$ cat src/rtl/cpu_sequencer.sv
// cpu_sequencer: run/halt/step controller for the accumulator CPU core.
// Stretches each instruction over FETCH / EXEC / COMMIT and emits a single
// commit pulse per instruction, with a PC breakpoint and a saturating
// committed-instruction counter for debug.
module cpu_sequencer #(
  parameter int PC_W        = 5,
  parameter int EXEC_CYCLES = 2,
  parameter int CNT_W       = 16
) (
  input  logic             i_clk,
  input  logic             i_rst,
  input  logic             i_run,
  input  logic             i_halt,
  input  logic             i_step,
  input  logic             i_bp_en,
  input  logic [PC_W-1:0]  i_bp_addr,
  input  logic [PC_W-1:0]  i_pc_addr,
  input  logic             i_mem_access,
  output logic             o_ce,
  output logic [1:0]       o_state,
  output logic             o_halted,
  output logic             o_bp_hit,
  output logic [CNT_W-1:0] o_instr_count
);

  typedef enum logic [1:0] {
    ST_HALT   = 2'd0,
    ST_FETCH  = 2'd1,
    ST_EXEC   = 2'd2,
    ST_COMMIT = 2'd3
  } state_t;

  // Counter preload for a plain instruction; a memory access adds one cycle.
  localparam logic [3:0] EXEC_LOAD = 4'(EXEC_CYCLES - 1);

  state_t           state, state_n;
  logic             step_mode, step_mode_n;
  logic             halt_pending, halt_pending_n;
  logic             resume, resume_n;
  logic             bp_hit, bp_hit_n;
  logic [3:0]       exec_cnt, exec_cnt_n;
  logic [CNT_W-1:0] instr_count, instr_count_n;
  logic             bp_match;

  // The breakpoint is ignored for the first fetch after leaving HALT so a
  // run/step can move off the breakpoint PC without trapping again.
  assign bp_match = i_bp_en && (i_pc_addr == i_bp_addr) && !resume;

  // Next-state and next-value logic for the sequencer and its debug state.
  always_comb begin
    state_n        = state;
    step_mode_n    = step_mode;
    halt_pending_n = halt_pending;
    resume_n       = resume;
    bp_hit_n       = bp_hit;
    exec_cnt_n     = exec_cnt;
    instr_count_n  = instr_count;

    case (state)
      ST_HALT: begin
        if (i_step) begin
          state_n        = ST_FETCH;
          step_mode_n    = 1'b1;
          resume_n       = 1'b1;
          bp_hit_n       = 1'b0;
          halt_pending_n = 1'b0;
        end else if (i_run && !i_halt) begin
          state_n        = ST_FETCH;
          step_mode_n    = 1'b0;
          resume_n       = 1'b1;
          bp_hit_n       = 1'b0;
          halt_pending_n = 1'b0;
        end
      end

      ST_FETCH: begin
        if (bp_match) begin
          state_n        = ST_HALT;
          bp_hit_n       = 1'b1;
          halt_pending_n = 1'b0;
        end else begin
          state_n    = ST_EXEC;
          exec_cnt_n = EXEC_LOAD + {3'b000, i_mem_access};
          if (i_halt) begin
            halt_pending_n = 1'b1;
          end
        end
      end

      ST_EXEC: begin
        if (i_halt) begin
          halt_pending_n = 1'b1;
        end
        if (exec_cnt == 4'd0) begin
          state_n = ST_COMMIT;
        end else begin
          exec_cnt_n = exec_cnt - 4'd1;
        end
      end

      ST_COMMIT: begin
        resume_n = 1'b0;
        if (instr_count != {CNT_W{1'b1}}) begin
          instr_count_n = instr_count + CNT_W'(1);
        end
        if (step_mode || halt_pending || i_halt) begin
          state_n        = ST_HALT;
          halt_pending_n = 1'b0;
        end else begin
          state_n = ST_FETCH;
        end
      end

      default: begin
        state_n = ST_HALT;
      end
    endcase
  end

  // State and debug registers; reset wins over every other input.
  always_ff @(posedge i_clk) begin
    if (i_rst) begin
      state        <= ST_HALT;
      step_mode    <= 1'b0;
      halt_pending <= 1'b0;
      resume       <= 1'b0;
      bp_hit       <= 1'b0;
      exec_cnt     <= 4'd0;
      instr_count  <= '0;
    end else begin
      state        <= state_n;
      step_mode    <= step_mode_n;
      halt_pending <= halt_pending_n;
      resume       <= resume_n;
      bp_hit       <= bp_hit_n;
      exec_cnt     <= exec_cnt_n;
      instr_count  <= instr_count_n;
    end
  end

  assign o_ce          = (state == ST_COMMIT);
  assign o_halted      = (state == ST_HALT);
  assign o_state       = state;
  assign o_bp_hit      = bp_hit;
  assign o_instr_count = instr_count;

endmodule

$ cat config.mk
export PLATFORM = sky130hd
export DESIGN_NAME = cpu_sequencer
export DESIGN_NICKNAME = d
export VERILOG_FILES = /design/src/rtl/cpu_sequencer.sv
export SDC_FILE = /design/constraint.sdc
export NUM_CORES = 1
export LEC_CHECK = 0
export CORE_ASPECT_RATIO = 1.1
export CORE_MARGIN = 2
export CORE_UTILIZATION = 52
export DETAILED_ROUTE_END_ITERATION = 10
export PLACE_DENSITY = 0.85
export SLEW_MARGIN = 20
export SYNTH_ARGS = -nofsm -noshare
export SYNTH_HDL_FRONTEND = slang
export SYNTH_SLANG_ARGS = --single-unit
$ cat constraint.sdc
create_clock -name i_clk -period 4 [get_ports i_clk]
set_clock_uncertainty 0.05 [all_clocks]
set_input_delay 0.4 -clock i_clk [delete_from_list [all_inputs] [get_ports i_clk]]
set_output_delay 0.4 -clock i_clk [all_outputs]
set_load 0.05 [all_outputs]
# Yosys cells after proc, flatten, opt, wreduce, memory -nomap -nowiden
# Index checks and enable logic that the tools add are counted.
totals:
  ff_bits: 26
  latch_bits: 0
  ram_bits: 0
  romBits: 0
  out_inout_bits: 21
  memories: 0
op_classes:
  add_sub_neg: 3
  mul: 0
  div_mod_pow: 0
  n_lt_le_gt_ge: 0
  n_eq_ne: 11
  n_shift: 0
  muxes: 21
  n_bitwise: 0
  n_reduce_logical: 20
op_table:
  columns: ["cell", "count"]
  rows:
  - ["16-bit by 1-bit adder with 16-bit output, second input constant", 1]
  - ["16-bit inequality test, second input constant", 1]
  - ["1-bit 2-to-1 mux", 10]
  - ["2-bit AND reduction", 5]
  - ["2-bit 2-to-1 mux", 4]
  - ["4-bit 2-to-1 mux", 2]
  - ["2-bit inequality test, second input constant", 4]
  - ["2-bit case mux with 4 select lines", 1]
  - ["4-bit case mux with 2 select lines", 1]
  - ["2-bit nonzero test", 4]
  - ["3-bit AND reduction", 2]
  - ["5-bit equality test", 1]
  - ["2-bit equality test, second input constant", 2]
  - ["4-bit zero test", 1]
  - ["1-bit case mux with 2 select lines", 2]
  - ["1-bit case mux with 4 select lines", 1]
  - ["4-bit by 1-bit subtractor with 4-bit output, second input constant", 1]
  - ["1-bit logical AND", 3]
  - ["3-bit by 2-bit inequality test with 1-bit output, second input constant", 1]
  - ["1-bit by 1-bit adder with 2-bit output, first input constant", 1]
  - ["2-bit by 1-bit equality test with 1-bit output, second input constant", 1]
  - ["1-bit zero test", 2]
  - ["2-bit zero test", 1]
  - ["1-bit logical OR", 2]
  - ["2-bit by 1-bit inequality test with 1-bit output, second input constant", 1]

# Depth between registers and ports, before layout
# Gate-level depths: netlist of run 1.
depth:
  word_depth: 5
  depth_mapped: 7
  ltp_nobuf: 7

# Worst setup path before layout of run 1
# OpenSTA, ideal clock, no wires.
synth_path:
  path_type: "register to register"
  from: "register state[0] (netlist: o_state[0])"
  to: "register instr_count[14] (netlist: o_instr_count[14])"
  setup_time_ns: 0.123
  arrival_time_ns: 2.366
  required_time_ns: 3.827
  path_slack_ns: 1.461
  path_stages_with_launch: 8
  synth_period_minus_slack_ns: 2.539
  cell_sequence: "dfxtp_1 ha_1 and4_1 and3_1 clkbuf_1 nand4_1 nor3_1 a211oi_1"
synth_via:
  elab_chain_len: 2
synth_rtl:
  columns: ["item", "line_no", "source"]
  rows:
  - ["start, declared", "36", "state_t state, state_n;"]
  - ["start signal, assigned", "131", "state <= state_n;"]
  - ["2-bit equality test", null, null]
  - ["via o_ce", "19", "output logic o_ce,"]
  - ["2-bit AND reduction (no line)", null, null]
  - ["end signal, assigned", "137", "instr_count <= instr_count_n;"]
  - ["end, declared", "42", "logic [CNT_W-1:0] instr_count, instr_count_n;"]
# The timed path passes the listed nets, and every way through them passes these cells.
# A chain may end at the register's enable or synchronous reset.

# Final worst setup path of run 1
layout_path:
  from: "register state[0] (netlist: o_state[0])"
  to: "output o_ce"
layout_via:
  elab_chain_len: 1
layout_rtl:
  columns: ["item", "line_no", "source"]
  rows:
  - ["2-bit equality test", "141", "assign o_ce = (state == ST_COMMIT);"]
  - ["end, declared", "19", null]
# No other way between the ends.

==> out/results.tsv, run 1 <==
metric	value	unit
hp-class	flop to flop	
start_util	53.4	%
ys_top_cells_by_count	26 x dfxtp_1, 19 x nor2_1, 13 x a21oi_1	
n_antenna_cell	0	
drive_above_1_share	5.39	%
grt_pass1_wl	5330	um
synth-xor-area-share	9.71	%
first_iter_violations	39	
crit_path_max_fanout	9	
synth_area	1440	um^2
power_leakage	0.675	nW
rsz0062_at_grt	no	
cts.sinks	26	
postPlaceCellArea	1830	um^2
post_cts_resized	0	
synthAdderAreaFrac	6.07	%
hold_violations	0	
grt_use_total	22.0	%
dr_total_vias	1376	
synthDistinctLibCells	39	
htreeDepth	1	
ir_drop	287	uV
ant_nets	0	
dr.pass1.iters	4	
fin_crit	2.53	ns
via_per_inst	5.81	
status	finished, final reports clean	
dieHeight	59.3	um
yosys.area_share.simple	28.0	%
yosysSeqAreaShare	36.0	%
slew_headroom	64.7	%
design_area	1890	um^2
row_count	20	
cp_slowest_cell	clkdlybuf4s50_1	
port_buffers	37	
antenna_found_initial	0	
fmax	396	MHz
grt_pass1_vias	1288	
cp.arrival	2.08	ns
yosys.area.top_type	dfxtp_1	
synth.avg_cell_area	8.65	um^2
clk_pin_slew	0.15	ns
cts_inserted_buffers	3	
cts_tree	built	
synth_seq_cells	26	
crit_chain	ha_1 > clkdlybuf4s50_1	
synth_top_family_by_area	simple AND/OR/NAND/NOR gates	
power_density	387	nW/um^2
worst_pin_slew	0.528	ns
worstPathRequired	3.55	ns
cts_setup_buffers	0	
synth_area_leaders	dfxtp_1 36%, xor2_1 6.7%, ha_1 6.1%	
maxCapViolCount	0	
drt_wl_total	3370	um
synth-compound-area-share	15.3	%
grt-ovfl-total	0	
core	2700	um^2
cts-root-buf	clkbuf_4	
yosys.area.top_type_share	36.0	%
syn2layout_area_growth	30.6	%
clockBufferDepth	2	
setup_viol	0	
yosysMostFrequentCell	dfxtp_1	
clock_latency	0.33	ns
die-area	3210	um^2
wl_per_cell	14.2	um
ios	38	
min_period_over_period	63.1	%
grt_start_max_net_pins	28	
async_flop_share	0	%
synth_ff_type	dfxtp_1	
gp_congestion	0.872	
muxShareOfSynthArea	0.693	%
slew_viol_final	0	
nets	229	
drc_errors	0	
dpl.hpwl	2510	um
worstSetupEndpointType	primary output	
fin_setup_tns	0	ns
synth-edff-count	0	
ys_warn_count	0	
syn_nets	191	
syn_inst	167	
crit_type	flop to primary output	
hold_buffers	0	
cpPeakStageDelay	0.87	ns
die_width	54.2	um
critPathLaunchType	flop	
metal layers:
| metal | GRT usage (%) | up-vias | wire length [um] |
|---|---|---|---|
| met4 | 7.14 | 0 | 78 |
| met2 | 39.6 | 40 | 1720 |
| met1 | 26.2 | 647 | 1430 |
| li1 | - | 679 | - |
| met5 | 0 | - | 0 |
| met3 | 2.78 | 10 | 141 |
power breakdown:
group	internal (mW)	total, mW	leakage (nW)	switching (mW)
sequential	0.281	0.303	0.211	0.0221
clock	0.101	0.181	0.0279	0.0797
combinational	0.100	0.245	0.436	0.145
state kept, by name (all words and copies together) (netlist names), named ones only:
signal / cells
halt_pending: 1
o_state: 1
resume: 1
o_bp_hit: 1
exec_cnt: 4
step_mode: 1
o_instr_count: 16
layout make-up:
cell class              count  area, um^2
clock inverters             1        30.0
multi-input cells         128         863
clock buffers               3        22.5
well taps                  33        41.3
flip-flops and latches     26         520
repair buffers             38         378
inverters                   8        30.0
fillers                   223         817
placed cells by master, fill, tap and decap left out, drive strengths merged, types with 7 or more instances in the layout:
cell type / netlist / routed
o21ai: 7 / 7
a21oi: 13 / 13
xor2: 11 / 11
dfxtp: 26 / 26
nand2: 7 / 7
inv: 8 / 8
nor2: 19 / 19
nand3: 12 / 12
ha: 7 / 7
clkdlybuf4s50: 0 / 37
critical path, delay by kind of cell (launching register included):
kind	cells	cell delay, ns
fa+ha+maj	1	0.39
buf+inv	1	0.87
flops	1	0.49
per-stage QoR:
step	worst slack (ns)	instances	total power [mW]	hold WS (ns)	util (%)
after floorplan	1.46	167	0.479	0.408	-
after global placement	1.78	233	0.536	0.410	67.8
after detailed placement	1.71	233	0.551	0.435	67.8
after CTS	1.51	237	0.730	0.454	69.8
after global routing	1.43	237	0.763	0.493	69.8
final	1.47	237	0.730	0.458	69.8
worst paths after layout:
kind	from	end	slack [ns]	cells past startpoint
worst max-delay path	o_state[0]	o_ce	1.47	2
worst min-delay path	o_instr_count[1]	o_instr_count[1]	0.46	2
worst max register to register	o_state[0]	exec_cnt[3]	1.80	7
worst min register to register	o_instr_count[1]	o_instr_count[1]	0.46	2
cells by family (layout without fill, tap and decap cells):
| family | Yosys count | count (layout) |
|---|---|---|
| simple gates | 70 | 70 |
| compound gates | 34 | 34 |
| flops | 26 | 26 |
| xor+xnor | 16 | 16 |
| buf+inv | 13 | 50 |
| fa+ha+maj | 7 | 7 |
| mux | 1 | 1 |
No activity file was read; power rests on OpenSTA's default activity.
==> inputs of run 2 (changes only) <==
--- a/config.mk
+++ b/config.mk
@@ -7,9 +7,9 @@
 export LEC_CHECK = 0
 export CORE_ASPECT_RATIO = 1.1
 export CORE_MARGIN = 2
-export CORE_UTILIZATION = 52
+export CORE_UTILIZATION = 48
 export DETAILED_ROUTE_END_ITERATION = 10
-export PLACE_DENSITY = 0.85
+export PLACE_DENSITY = 0.79
 export SLEW_MARGIN = 20
 export SYNTH_ARGS = -nofsm -noshare
 export SYNTH_HDL_FRONTEND = slang
==> constraint.sdc (replaced) <==
create_clock -name i_clk -period 2.6 [get_ports i_clk]
set_clock_uncertainty 0.05 [all_clocks]
set_input_delay 0.26 -clock i_clk [delete_from_list [all_inputs] [get_ports i_clk]]
set_output_delay 0.26 -clock i_clk [all_outputs]
set_load 0.05 [all_outputs]
==> out/results.tsv, run 2 (synthesis gave the netlist of run 1 again) <==
metric	value	unit
status	finished, final reports clean	
via_per_inst	5.70	
power_density	557	nW/um^2
slew_headroom	65.5	%
worstPathRequired	2.29	ns
crit_type	flop to primary output	
drt_wl_total	3310	um
slew_viol_final	0	
worst_pin_slew	0.516	ns
first_iter_violations	36	
cts_tree	built	
dieHeight	61.5	um
postPlaceCellArea	1830	um^2
rr_startpoint	o_state[0]	
dr_total_vias	1352	
syn2layout_area_growth	29.5	%
post-route-util	66.1	%
clockBufferDepth	2	
min_from	o_instr_count[1]	
dpl.hpwl	2480	um
grt_pass1_wl	5330	um
final_cell_mix	37 x clkdlybuf4s50_1, 26 x dfxtp_1, 19 x nor2_1	
cts_setup_buffers	0	
design_area	1870	um^2
cts_inserted_buffers	3	
r2r_slack	0.47	ns
clock_latency	0.32	ns
power_leakage	0.668	nW
grt_start_max_net_pins	27	
dpl_worst_slack	0.474	ns
core	2830	um^2
final_cells	237	
worstSetupEndpointType	primary output	
crit_path_max_fanout	9	
clk_pin_slew	0.13	ns
grt_pass1_vias	1310	
hold_depth	2	
layout_commonest_cell	clkdlybuf4s50_1	
post-place-cells	233	
min_period_over_period	90.8	%
dr.pass1.iters	4	
wl_per_cell	13.9	um
post_cts_resized	0	
hold_end	o_instr_count[1]	
critPathLaunchType	flop	
hold_violations	0	
die-area	3460	um^2
htreeDepth	1	
start_util	51.1	%
grt-ovfl-total	0	
cts.sinks	26	
hp-class	flop to flop	
r2r_cells	7	
nets	229	
ios	38	
drive_above_1_share	5.39	%
fin_setup_tns	0	ns
row_count	20	
cts-root-buf	clkbuf_4	
hold_buffers	0	
port_buffers	37	
die_width	56.3	um
ant_nets	0	
gp_congestion	0.834	
rr_endpoint	exec_cnt[3]	
ir_drop	335	uV
fmax	423	MHz
maxCapViolCount	0	
largest_reg_flops	16	
setup_slack	0.238	ns
fin_crit	2.36	ns
drc_errors	0	
antenna_found_initial	0	
setup_viol	0	
rsz0062_at_grt	no	
n_antenna_cell	0	
grt_use_total	19.4	%
cp.arrival	2.05	ns
[run 2: cell type report]
cell class,instances,area [um^2]
Clock buffer,4,36.3
Fill cell,247,958
Inverter,8,30.0
Multi-Input combinational cell,128,863
Sequential cell,26,520
Tap cell,33,41.3
Timing Repair Buffer,38,378
[run 2: metal layers]
layer | wire length [um] | share of wire (%) | track usage [%] | up-vias
met1 | 1340 | 40 | 20.4 | 632
met4 | 29 | 0.88 | 7.82 | 0
met5 | 0 | 0 | 0 | -
met2 | 1800 | 54 | 39.0 | 36
met3 | 145 | 4.4 | 3.36 | 4
li1 | - | - | - | 680
[run 2: critical path, stage by stage (launching register included)]
cell             delay, ns
dfxtp_1               0.48
ha_1                  0.40
clkdlybuf4s50_1       0.87
[run 2: worst max path at each step]
stage,startpoint,end,slack [ns],cells past startpoint
4_1_cts,o_state[0],o_ce,0.24,2
3_5_place_dp,i_bp_addr[4],exec_cnt[3],0.47,6
2_1_floorplan,o_state[0],o_instr_count[14],0.06,7
3_3_place_gp,i_bp_addr[4],exec_cnt[3],0.53,6
6_report,o_state[0],o_ce,0.24,2
5_1_grt,o_state[0],o_ce,0.19,2
[run 2: report_power, final]
| group | internal [mW] | leakage, nW | total [mW] | switching, mW |
|---|---|---|---|---|
| logic | 0.154 | 0.436 | 0.372 | 0.219 |
| registers | 0.433 | 0.211 | 0.467 | 0.0340 |
| clock network | 0.0856 | 0.0210 | 0.203 | 0.117 |
[run 2: metrics by stage]
step                hold WS, ns  total power, mW
detailed placement        0.430            0.848
global placement          0.413            0.827
finish                    0.451             1.04
CTS                       0.448             1.05
floorplan                 0.351            0.737
global route              0.485             1.10
==> inputs of run 3 (changes only) <==
--- a/config.mk
+++ b/config.mk
@@ -7,9 +7,10 @@
 export LEC_CHECK = 0
 export CORE_ASPECT_RATIO = 1.1
 export CORE_MARGIN = 2
-export CORE_UTILIZATION = 48
+export CORE_UTILIZATION = 55
 export DETAILED_ROUTE_END_ITERATION = 10
-export PLACE_DENSITY = 0.79
+export DONT_BUFFER_PORTS = 1
+export PLACE_DENSITY = 0.7
 export SLEW_MARGIN = 20
 export SYNTH_ARGS = -nofsm -noshare
 export SYNTH_HDL_FRONTEND = slang
==> out/results.tsv, run 3 (synthesis gave the netlist of run 1 again) <==
metric	value	unit
status	finished, final reports clean	
nets	212	
worstSetupEndpointType	flop	
clockBufferDepth	2	
cp_common_cell	a21oi_1	
clk_pin_slew	0.14	ns
core	2500	um^2
gp_congestion	0.735	
cp.arrival	2.38	ns
fmax	453	MHz
ir_drop	389	uV
antenna_found_initial	0	
ios	38	
grt-ovfl-total	0	
via_per_inst	5.88	
cpPeakStageDelay	0.41	ns
cp_slowest_cell	dfxtp_1	
min_period_over_period	84.9	%
layout_commonest_cell	dfxtp_1	
crit_type	flop to flop	
nFillCells	215	
slew_headroom	41.8	%
die-area	3050	um^2
ant_nets	0	
drt_wl_total	3130	um
drc_errors	0	
crit_family	compound AO/OA/AOI/OAI gates	
dr.pass1.iters	4	
grt_use_total	21.9	%
crit_path_max_fanout	7	
grt_pass1_wl	5130	um
design_area	1650	um^2
grt_start_max_net_pins	24	
grt_pass1_vias	1294	
htreeDepth	1	
hold_violations	0	
setup_viol	0	
slew_viol_final	0	
dpl.hpwl	2330	um
wl_per_cell	14.3	um
row_count	19	
path_buf_inv	1	
critPathLaunchType	flop	
hp-class	input pin to flop	
rsz0062_at_grt	no	
worst_pin_slew	0.870	ns
start_util	57.8	%
final_cell_mix	26 x dfxtp_1, 20 x buf_4, 19 x nor2_1	
syn2layout_area_growth	14.2	%
dieHeight	57.7	um
port_buffers	0	
cts_inserted_buffers	3	
postPlaceCellArea	1600	um^2
fin_setup_tns	0	ns
n_antenna_cell	0	
largest_reg_flops	16	
power_density	616	nW/um^2
drive_above_1_share	16.0	%
cts_tree	built	
clock_latency	0.31	ns
first_iter_violations	16	
crit_chain	buf_4 > ha_1 > and2b_1 > a21oi_1 > a31oi_2 > a21oi_1 > a2111oi_2	
fin_crit	2.21	ns
worstPathRequired	2.77	ns
power_leakage	0.640	nW
dr_total_vias	1281	
cts-root-buf	clkbuf_4	
die_width	52.9	um
cts.sinks	26	
maxCapViolCount	0	
run 3: report_power, final:
part | internal [mW] | switching, mW | leakage (nW) | total (mW)
logic | 0.126 | 0.223 | 0.408 | 0.349
registers | 0.433 | 0.0287 | 0.211 | 0.461
clock network | 0.0855 | 0.120 | 0.0210 | 0.206
run 3: area by class of cell:
type                       count  area [um^2]  share of cell area (%)
clock buffer                   4         36.3                    2.20
inverter                       8         30.0                    1.82
multi-input combinational    128          863                    52.4
tap                           31         38.8                    2.35
sequential                    26          520                    31.6
timing repair buffer          21          160                    9.71
run 3: what timing repair did:
item,in CTS,in global routing
gates resized for setup,0,0
buffers inserted,0,0
hold endpoints to repair,23,0
hold buffers,1,0
run 3: final timing paths:
check        startpoint          end  slack [ns]  cells past startpoint
max          o_state[0]  exec_cnt[3]        0.39                      7
min               i_rst   o_state[0]        0.03                      2
max reg2reg  o_state[0]  exec_cnt[3]        0.39                      7
min reg2reg      resume       resume        0.49                      2
run 3: stage by stage:
| step | total power [mW] | worst slack [ns] | cells | util [%] | hold WS (ns) |
|---|---|---|---|---|---|
| 6_report | 1.02 | 0.393 | 218 | 66.1 | 0.0287 |
| 5_1_grt | 1.07 | 0.173 | 218 | 66.1 | 0.00855 |
| 4_1_cts | 1.01 | 0.414 | 218 | 66.1 | 0.0219 |
| 3_5_place_dp | 0.806 | 0.462 | 213 | 64.2 | 0.285 |
| 3_3_place_gp | 0.787 | 0.565 | 213 | 64.2 | 0.283 |
| 2_1_floorplan | 0.737 | 0.0606 | 167 | - | 0.351 |
run 3: layer usage:
layer | vias up | track usage [%] | wire [um]
li1 | 647 | - | -
met1 | 594 | 25.5 | 1350
met2 | 36 | 39.1 | 1580
met3 | 4 | 4.12 | 159
met4 | 0 | 8.42 | 37
met5 | - | 0 | 0
